**config.mk**
```make
export PLATFORM = sky130hd
export DESIGN_NAME = a2d_intf
export DESIGN_NICKNAME = d
export VERILOG_FILES = /design/src/rtl/a2d_pkg.sv /design/src/rtl/a2d_sclk_div.sv /design/src/rtl/a2d_intf.sv
export SDC_FILE = /design/constraint.sdc
export NUM_CORES = 1
export LEC_CHECK = 0
export BUFFER_PORTS_ARGS = -buffer_cell sky130_fd_sc_hd__buf_2
export CORE_UTILIZATION = 35
export CTS_CLUSTER_DIAMETER = 150
export DETAILED_ROUTE_END_ITERATION = 10
export SYNTH_ARGS = -nofsm -noshare
export SYNTH_HDL_FRONTEND = slang
export SYNTH_HIERARCHICAL = 1
export SYNTH_SLANG_ARGS = --single-unit
export TNS_END_PERCENT = 1
```
**constraint.sdc**
```tcl
create_clock -name clk -period 2.7 [get_ports clk]
set_clock_uncertainty 0.05 [all_clocks]
set_input_delay 0 -clock clk [delete_from_list [all_inputs] [get_ports clk]]
set_output_delay 0 -clock clk [all_outputs]
set_load 0.005 [all_outputs]
```
**src/rtl/a2d_pkg.sv**
```systemverilog
// Shared types and constants for the IR-sensor A2D SPI master.
package a2d_pkg;

   // Master is either waiting for a start request or running a frame.
   typedef enum logic {
      IDLE  = 1'b0,
      SHIFT = 1'b1
   } state_t;

   // One SPI frame is 16 bits; the A2D returns its result in the last 12.
   localparam int A2D_FRAME_BITS = 16;
   localparam int A2D_RES_BITS   = 12;

   // Channel address field inside the outgoing frame word.
   localparam int ADDR_BITS = 3;
   localparam int ADDR_LSB  = 11;
   localparam int ADDR_MSB  = 13;

   // Bit counter: counts falling SCLK edges, the first one is a dummy edge.
   localparam int             BIT_CNT_W    = 5;
   localparam logic [4:0]     BIT_CNT_LAST = 5'd16;

   // Divider preload for the default 5-bit divider: SCLK starts high and
   // falls after 9 clocks, giving a short front porch after SS_n drops.
   localparam logic [4:0]     SCLK_PRELOAD = 5'b10111;

endpackage : a2d_pkg

```
**src/rtl/a2d_sclk_div.sv**
```systemverilog
// SCLK generator: free-running divider while a frame is active, with the
// sample (just before SCLK rises) and shift (just before SCLK falls) strobes.
module a2d_sclk_div
   import a2d_pkg::*;
#(
   parameter int SCLK_DIV_W = 5
) (
   input  logic clk,
   input  logic rst_n,
   input  logic i_load,
   input  logic i_en,
   output logic o_sclk,
   output logic o_smpl,
   output logic o_shft
);

   // Preload keeps the top two bits of the default pattern and fills the
   // rest with ones so the front porch scales with the divider width.
   localparam logic [SCLK_DIV_W-1:0] LP_PRELOAD =
      {SCLK_PRELOAD[4:3], {(SCLK_DIV_W-2){1'b1}}};
   // Divider value one clock before the MSB (SCLK) goes high.
   localparam logic [SCLK_DIV_W-1:0] LP_SMPL =
      {1'b0, {(SCLK_DIV_W-1){1'b1}}};
   localparam logic [SCLK_DIV_W-1:0] LP_ONE =
      {{(SCLK_DIV_W-1){1'b0}}, 1'b1};

   logic [SCLK_DIV_W-1:0] r_sclk_div;

   // Divider: preloaded on frame start, counts every clock during the frame.
   always_ff @(posedge clk or negedge rst_n) begin
      if (!rst_n) begin
         r_sclk_div <= '0;
      end else if (i_load) begin
         r_sclk_div <= LP_PRELOAD;
      end else if (i_en) begin
         r_sclk_div <= r_sclk_div + LP_ONE;
      end
   end

   // SCLK idles high (mode 3); strobes only exist while a frame runs.
   assign o_sclk = i_en ? r_sclk_div[SCLK_DIV_W-1] : 1'b1;
   assign o_smpl = i_en & (r_sclk_div == LP_SMPL);
   assign o_shft = i_en & (&r_sclk_div);

endmodule : a2d_sclk_div

```
**src/rtl/a2d_intf.sv**
```systemverilog
// SPI master for the 8-channel 12-bit IR-sensor A2D. A start request sends
// the channel address in one 16-bit frame and returns the 12-bit result
// with a sticky completion flag.
//
// Start handshake: strt_cnv acts as a one-clock valid; the block is ready
// only in IDLE. A strt_cnv seen in IDLE is accepted on that edge (chnnl is
// captured, cnv_cmplt clears); a strt_cnv seen while a frame runs, including
// the frame's final clock, is dropped and must be reissued.
module a2d_intf
   import a2d_pkg::*;
#(
   parameter int SCLK_DIV_W = 5
) (
   input  logic                    clk,
   input  logic                    rst_n,
   input  logic                    strt_cnv,
   input  logic [ADDR_BITS-1:0]    chnnl,
   output logic                    cnv_cmplt,
   output logic [A2D_RES_BITS-1:0] res,
   output logic                    SS_n,
   output logic                    SCLK,
   output logic                    MOSI,
   input  logic                    MISO
);

   state_t                      r_state;
   logic [BIT_CNT_W-1:0]        r_bit_cnt;
   logic [A2D_FRAME_BITS-1:0]   r_shft_reg;
   logic                        r_miso_smpl;
   logic                        r_ss_n;
   logic                        r_cnv_cmplt;
   logic [A2D_RES_BITS-1:0]     r_res;

   logic                        w_load;
   logic                        w_en;
   logic                        w_smpl;
   logic                        w_shft;
   logic                        w_last;
   logic                        w_sclk;
   logic [A2D_FRAME_BITS-1:0]   w_load_word;

   assign w_load = (r_state == IDLE) & strt_cnv;
   assign w_en   = (r_state == SHIFT);
   // The 16th real falling edge would be the 17th fall: end the frame there
   // instead, so SCLK stays high and the last MISO sample goes straight to res.
   assign w_last = w_shft & (r_bit_cnt == BIT_CNT_LAST);

   a2d_sclk_div #(
      .SCLK_DIV_W (SCLK_DIV_W)
   ) u_sclk_div (
      .clk    (clk),
      .rst_n  (rst_n),
      .i_load (w_load),
      .i_en   (w_en),
      .o_sclk (w_sclk),
      .o_smpl (w_smpl),
      .o_shft (w_shft)
   );

   // Outgoing frame word: zeros except the channel address field.
   always_comb begin
      w_load_word = '0;
      w_load_word[ADDR_MSB:ADDR_LSB] = chnnl;
   end

   // Frame sequencer: start capture, MISO sampling, shifting and result update.
   always_ff @(posedge clk or negedge rst_n) begin
      if (!rst_n) begin
         r_state     <= IDLE;
         r_bit_cnt   <= '0;
         r_shft_reg  <= '0;
         r_miso_smpl <= 1'b0;
         r_ss_n      <= 1'b1;
         r_cnv_cmplt <= 1'b0;
         r_res       <= '0;
      end else begin
         case (r_state)
            IDLE: begin
               if (strt_cnv) begin
                  r_state     <= SHIFT;
                  r_ss_n      <= 1'b0;
                  r_cnv_cmplt <= 1'b0;
                  r_bit_cnt   <= '0;
                  r_shft_reg  <= w_load_word;
               end
            end
            SHIFT: begin
               if (w_smpl) begin
                  r_miso_smpl <= MISO;
               end
               if (w_shft) begin
                  r_bit_cnt <= r_bit_cnt + 5'd1;
                  // The first falling edge only starts the clock; the A2D
                  // has not shifted anything out yet, so nothing moves.
                  if (r_bit_cnt != '0) begin
                     r_shft_reg <= {r_shft_reg[A2D_FRAME_BITS-2:0], r_miso_smpl};
                  end
               end
               if (w_last) begin
                  r_state     <= IDLE;
                  r_ss_n      <= 1'b1;
                  r_cnv_cmplt <= 1'b1;
                  r_res       <= {r_shft_reg[A2D_RES_BITS-2:0], r_miso_smpl};
               end
            end
            default: begin
               r_state <= IDLE;
            end
         endcase
      end
   end

   assign SS_n      = r_ss_n;
   assign SCLK      = w_sclk;
   assign MOSI      = r_shft_reg[A2D_FRAME_BITS-1];
   assign cnv_cmplt = r_cnv_cmplt;
   assign res       = r_res;

   // Slave select is low exactly while a frame is running.
   a_ss_matches_state : assert property (
      @(posedge clk) disable iff (!rst_n) (r_state == SHIFT) == !r_ss_n);

   // A running frame never counts past the final edge.
   a_bit_cnt_range : assert property (
      @(posedge clk) disable iff (!rst_n) (r_state == SHIFT) |-> (r_bit_cnt <= BIT_CNT_LAST));

endmodule : a2d_intf

```
==> flow_results.org <==
** Clock tree
- In this run, post-CTS repair resized a total of 0 instances.
- At the later pin of the worst-skew pair, clock insertion delay measures 290 ps.
- The clock net in this run drives a total of 42 sinks.
- In this run, CTS created clock tree buffers numbering 5.
- The clock passes through at most 2 buffers.
- Number of H-tree levels :: 2
- Clock tree from TritonCTS :: built
- Clock transition at the register clock pins on the worst setup and hold paths after CTS :: 80 ps
- CTS placed an instance of sky130_fd_sc_hd__clkbuf_8 at the clock tree root.

** Timing
- Worst Hold Margin :: 332.1 ps
- Endpoints failing hold :: 0
- Max Transition Viols Final :: 0
- Sum of negative setup slack :: 0 ps
- Setup repair after global routing left no endpoint under its margin.
- Final period util :: 80.61%
- Based on the critical path, the design can be clocked at up to 0.4594 GHz.
- Setup violations remaining at the end of the flow were counted as 0.
- Post-layout min period :: 2177 ps
- Setup slack on the critical path of the routed design comes to 523.4 ps.
- Measured against its own limit, the worst slew margin works out to 38.21%.
- For the pin with the worst max-slew slack, the measured transition is 926.8 ps.

** Synthesis
- In the synthesized netlist, the number of instances is 160.
- Mean Syn Cell Area :: 12.03 um^2
- Among all flip-flop cells after synthesis, the most frequent one is sky130_fd_sc_hd__dfrtp_1.
- For this run, the register share of the synthesized area comes to 54.68%.
- The synthesized design contains 0 enable-type register cells.
- Share of async-settable or async-resettable flops after synthesis :: 100.0%
- The Yosys step of the flow raised 6 warnings.
- Synthesized net count :: 172
- Cell area after synthesis :: 1924 um^2
- Counting distinct cell types in the post-synthesis netlist gives 36.
- The synthesized design contains 42 register bits.

** Cells and area
- The net count of the finished layout is 203.
- Synth-to-Final Area Change :: 18.08%
- Number of inserted diodes :: 0
- Filler cell count in the final layout :: 513
- Share of final-layout standard cells stronger than drive strength 1 :: 30.73%
- Leaving out filler cells and counting taps, the final layout contains 262.
- The register with the most flip-flops in the layout has 16 of them.

** Floorplan
- The region available for standard cell placement spans 5205 um^2.
- The floorplan step set the die width to 76.15 um.
- Die Ht :: 76.15 um
- For this configuration, the core starts out at a cell density of 36.97%.
- During I/O placement, the number of pins put on the boundary was 23.
- The floorplan has 26 rows.
- Die outline area :: 5799 um^2

** Placed design
- OpenSTA, run right after detailed placement, puts the worst setup slack at 495.8 ps.
- Number of buffers added on ports :: 22
- Number of placed cells counting well taps :: 248
- Summed over all nets, the half-perimeter wirelength after detailed placement is 2302 um.
- At the end of routability-driven placement, the weighted congestion stood at 0.7179.

** Global route
- Global-route wire length before repair :: 6210 um
- Entering global routing, the biggest net connects 43 pins.
- Number of global-route vias before repair :: 1328
- Across every metal layer, demand over resource in global routing totals 13.39%.
- GRT overflow :: 0
- The number of antenna violations at the first check in global routing was 0.

** Power
- VDD sags by at most 0.4447 mV.
- In this run the static leakage power is 1.125 nW.
- Power density of the placed cells :: 964.5 nW/um^2

** Detailed routing
- In this run, the number of DRC markers left after iteration 0 of detailed routing was 105.
- In the final routed layout, each cell accounts on average for 13.32 um.
- In the routed layout, each cell is associated on average with a via count of 4.878.
- Across all layers, the routed design uses 1278 vias.
- The detail route stage leaves a number of antenna-violating nets equal to 0.
- Detailed Routing Iterations Pass 1 :: 4
- In the routed design, unresolved DRC markers number 0.
- Overall routed net length :: 3490 um

** Run
- Number of violations of the max-capacitance limit :: 0

** Critical path
- Data on the critical path arrives at its endpoint at 2310 ps.
- The worst setup path is captured at a flip-flop.
- The critical path in this run is classified as flip-flop to flip-flop.
- STA classifies the critical path startpoint as a flip-flop.
- Max Fanout on Critical Path :: 15
- Crit path required time :: 2830 ps

** Status
- The flow ran to the end, and the final reports show no timing, DRC or antenna violations.

** Min path
- Hold Path Class :: input port to asynchronous set/reset pin
==> path summary, 6_finish.rpt <==
path / startpoint / end / slack [ps] / cells past startpoint
max in group asynchronous: rst_n / r_bit_cnt[3] / 1690 / 2
max: u_sclk_div/r_sclk_div[0] / res[5] / 520 / 7
min: rst_n / res[1] / 330 / 2
min reg2reg: SS_n / SS_n / 410 / 2
min in group clk: SS_n / SS_n / 410 / 2
max reg2reg: u_sclk_div/r_sclk_div[0] / res[5] / 520 / 7
==> layer usage <==
layer / vias to the layer above / track usage [%] / wire, um
met5: - / 0 / 0
met4: 0 / 6.154 / 55
met3: 6 / 2.874 / 114
met2: 23 / 22.45 / 1608
met1: 624 / 16.46 / 1711
li1: 625 / - / -
==> power by group <==
group          total [W]  switching, W  internal (W)
Combinational   0.000654      0.000309      0.000345
Clock           0.000487      0.000212      0.000276
Sequential       0.00105      0.000189      0.000861
Total            0.00219      0.000710       0.00148
==> cells in the mapped netlist, types with 3 or more instances <==
| library cell | count | area share (%) |
|---|---|---|
| sky130_fd_sc_hd__a21oi_1 | 4 | 1.0 |
| sky130_fd_sc_hd__clkbuf_1 | 4 | 0.78 |
| sky130_fd_sc_hd__dfrtp_1 | 41 | 53 |
| sky130_fd_sc_hd__ha_1 | 5 | 3.3 |
| sky130_fd_sc_hd__inv_1 | 4 | 0.78 |
| sky130_fd_sc_hd__mux2_2 | 7 | 4.1 |
| sky130_fd_sc_hd__mux2_4 | 8 | 6.2 |
| sky130_fd_sc_hd__mux2i_1 | 3 | 1.6 |
| sky130_fd_sc_hd__nand2_1 | 19 | 3.7 |
| sky130_fd_sc_hd__nand3_1 | 8 | 2.1 |
| sky130_fd_sc_hd__nor2_1 | 6 | 1.2 |
| sky130_fd_sc_hd__o211ai_1 | 6 | 2.3 |
| sky130_fd_sc_hd__o21ai_0 | 14 | 3.6 |
| sky130_fd_sc_hd__o32ai_1 | 3 | 1.4 |
==> repair_timing <==
action                                 in CTS  in global routing
buffers inserted                            0                  0
endpoints found under the hold margin      46                  0
hold buffers                                6                  0
==> worst max-delay path, cell delays in order (launching register included) <==
cell and delay, ps:
sky130_fd_sc_hd__dfrtp_1 430, sky130_fd_sc_hd__ha_1 240, sky130_fd_sc_hd__and3_1 200, sky130_fd_sc_hd__ha_1 170, sky130_fd_sc_hd__and2_2 170, sky130_fd_sc_hd__and2_1 190
sky130_fd_sc_hd__nand4_4 250, sky130_fd_sc_hd__mux2_2 370
==> cells by family after synthesis <==
kind of cell,count (synthesis),share of synthesized area (%)
and+or+nand+nor,50,15.87
DFF,42,54.68
AOI/OAI and AO/OA,32,10.47
muxes,18,11.90
buffers and inverters,12,3.380
adders and majority gates,5,3.251
xor gates and xnor gates,1,0.4552
==> placed cells by master (no fill, tap or decap), drive strengths merged, types with 2 or more instances in the layout <==
cell         synthesis  routed
a21oi                4       4
and2                 3       3
and2b                2       2
and3                 2       2
buf                  4      26
clkbuf               4       6
dfrtp               41      41
dlygate4sd3          0       6
ha                   5       5
inv                  4       4
mux2                15      15
mux2i                3       3
nand2               20      20
nand2b               2       2
nand3                8       8
nand4                4       4
nor2                 6       6
o211ai               6       6
o21ai               14      14
o32ai                3       3
==> per-stage QoR <==
stage / power (W) / utilization, % / cell area (um^2)
global route: 0.002358 / 43.65 / 2272
detailed placement: 0.001721 / 40.38 / 2102
finish: 0.002192 / 43.65 / 2272
CTS: 0.002221 / 43.65 / 2272
floorplan: 0.001505 / - / 1924
global placement: 0.001697 / 40.38 / 2102
==> layout make-up <==
type,instances,area (um^2),area share (%)
Inverter,4,15.01,0.6608
Clock inverter,2,37.54,1.652
Timing Repair Buffer,32,200.2,8.811
Sequential cell,42,1052,46.31
Clock buffer,6,72.57,3.194
Multi-Input combinational cell,106,807.0,35.52
Tap cell,70,87.58,3.855
No activity file was read; power rests on OpenSTA's default activity.
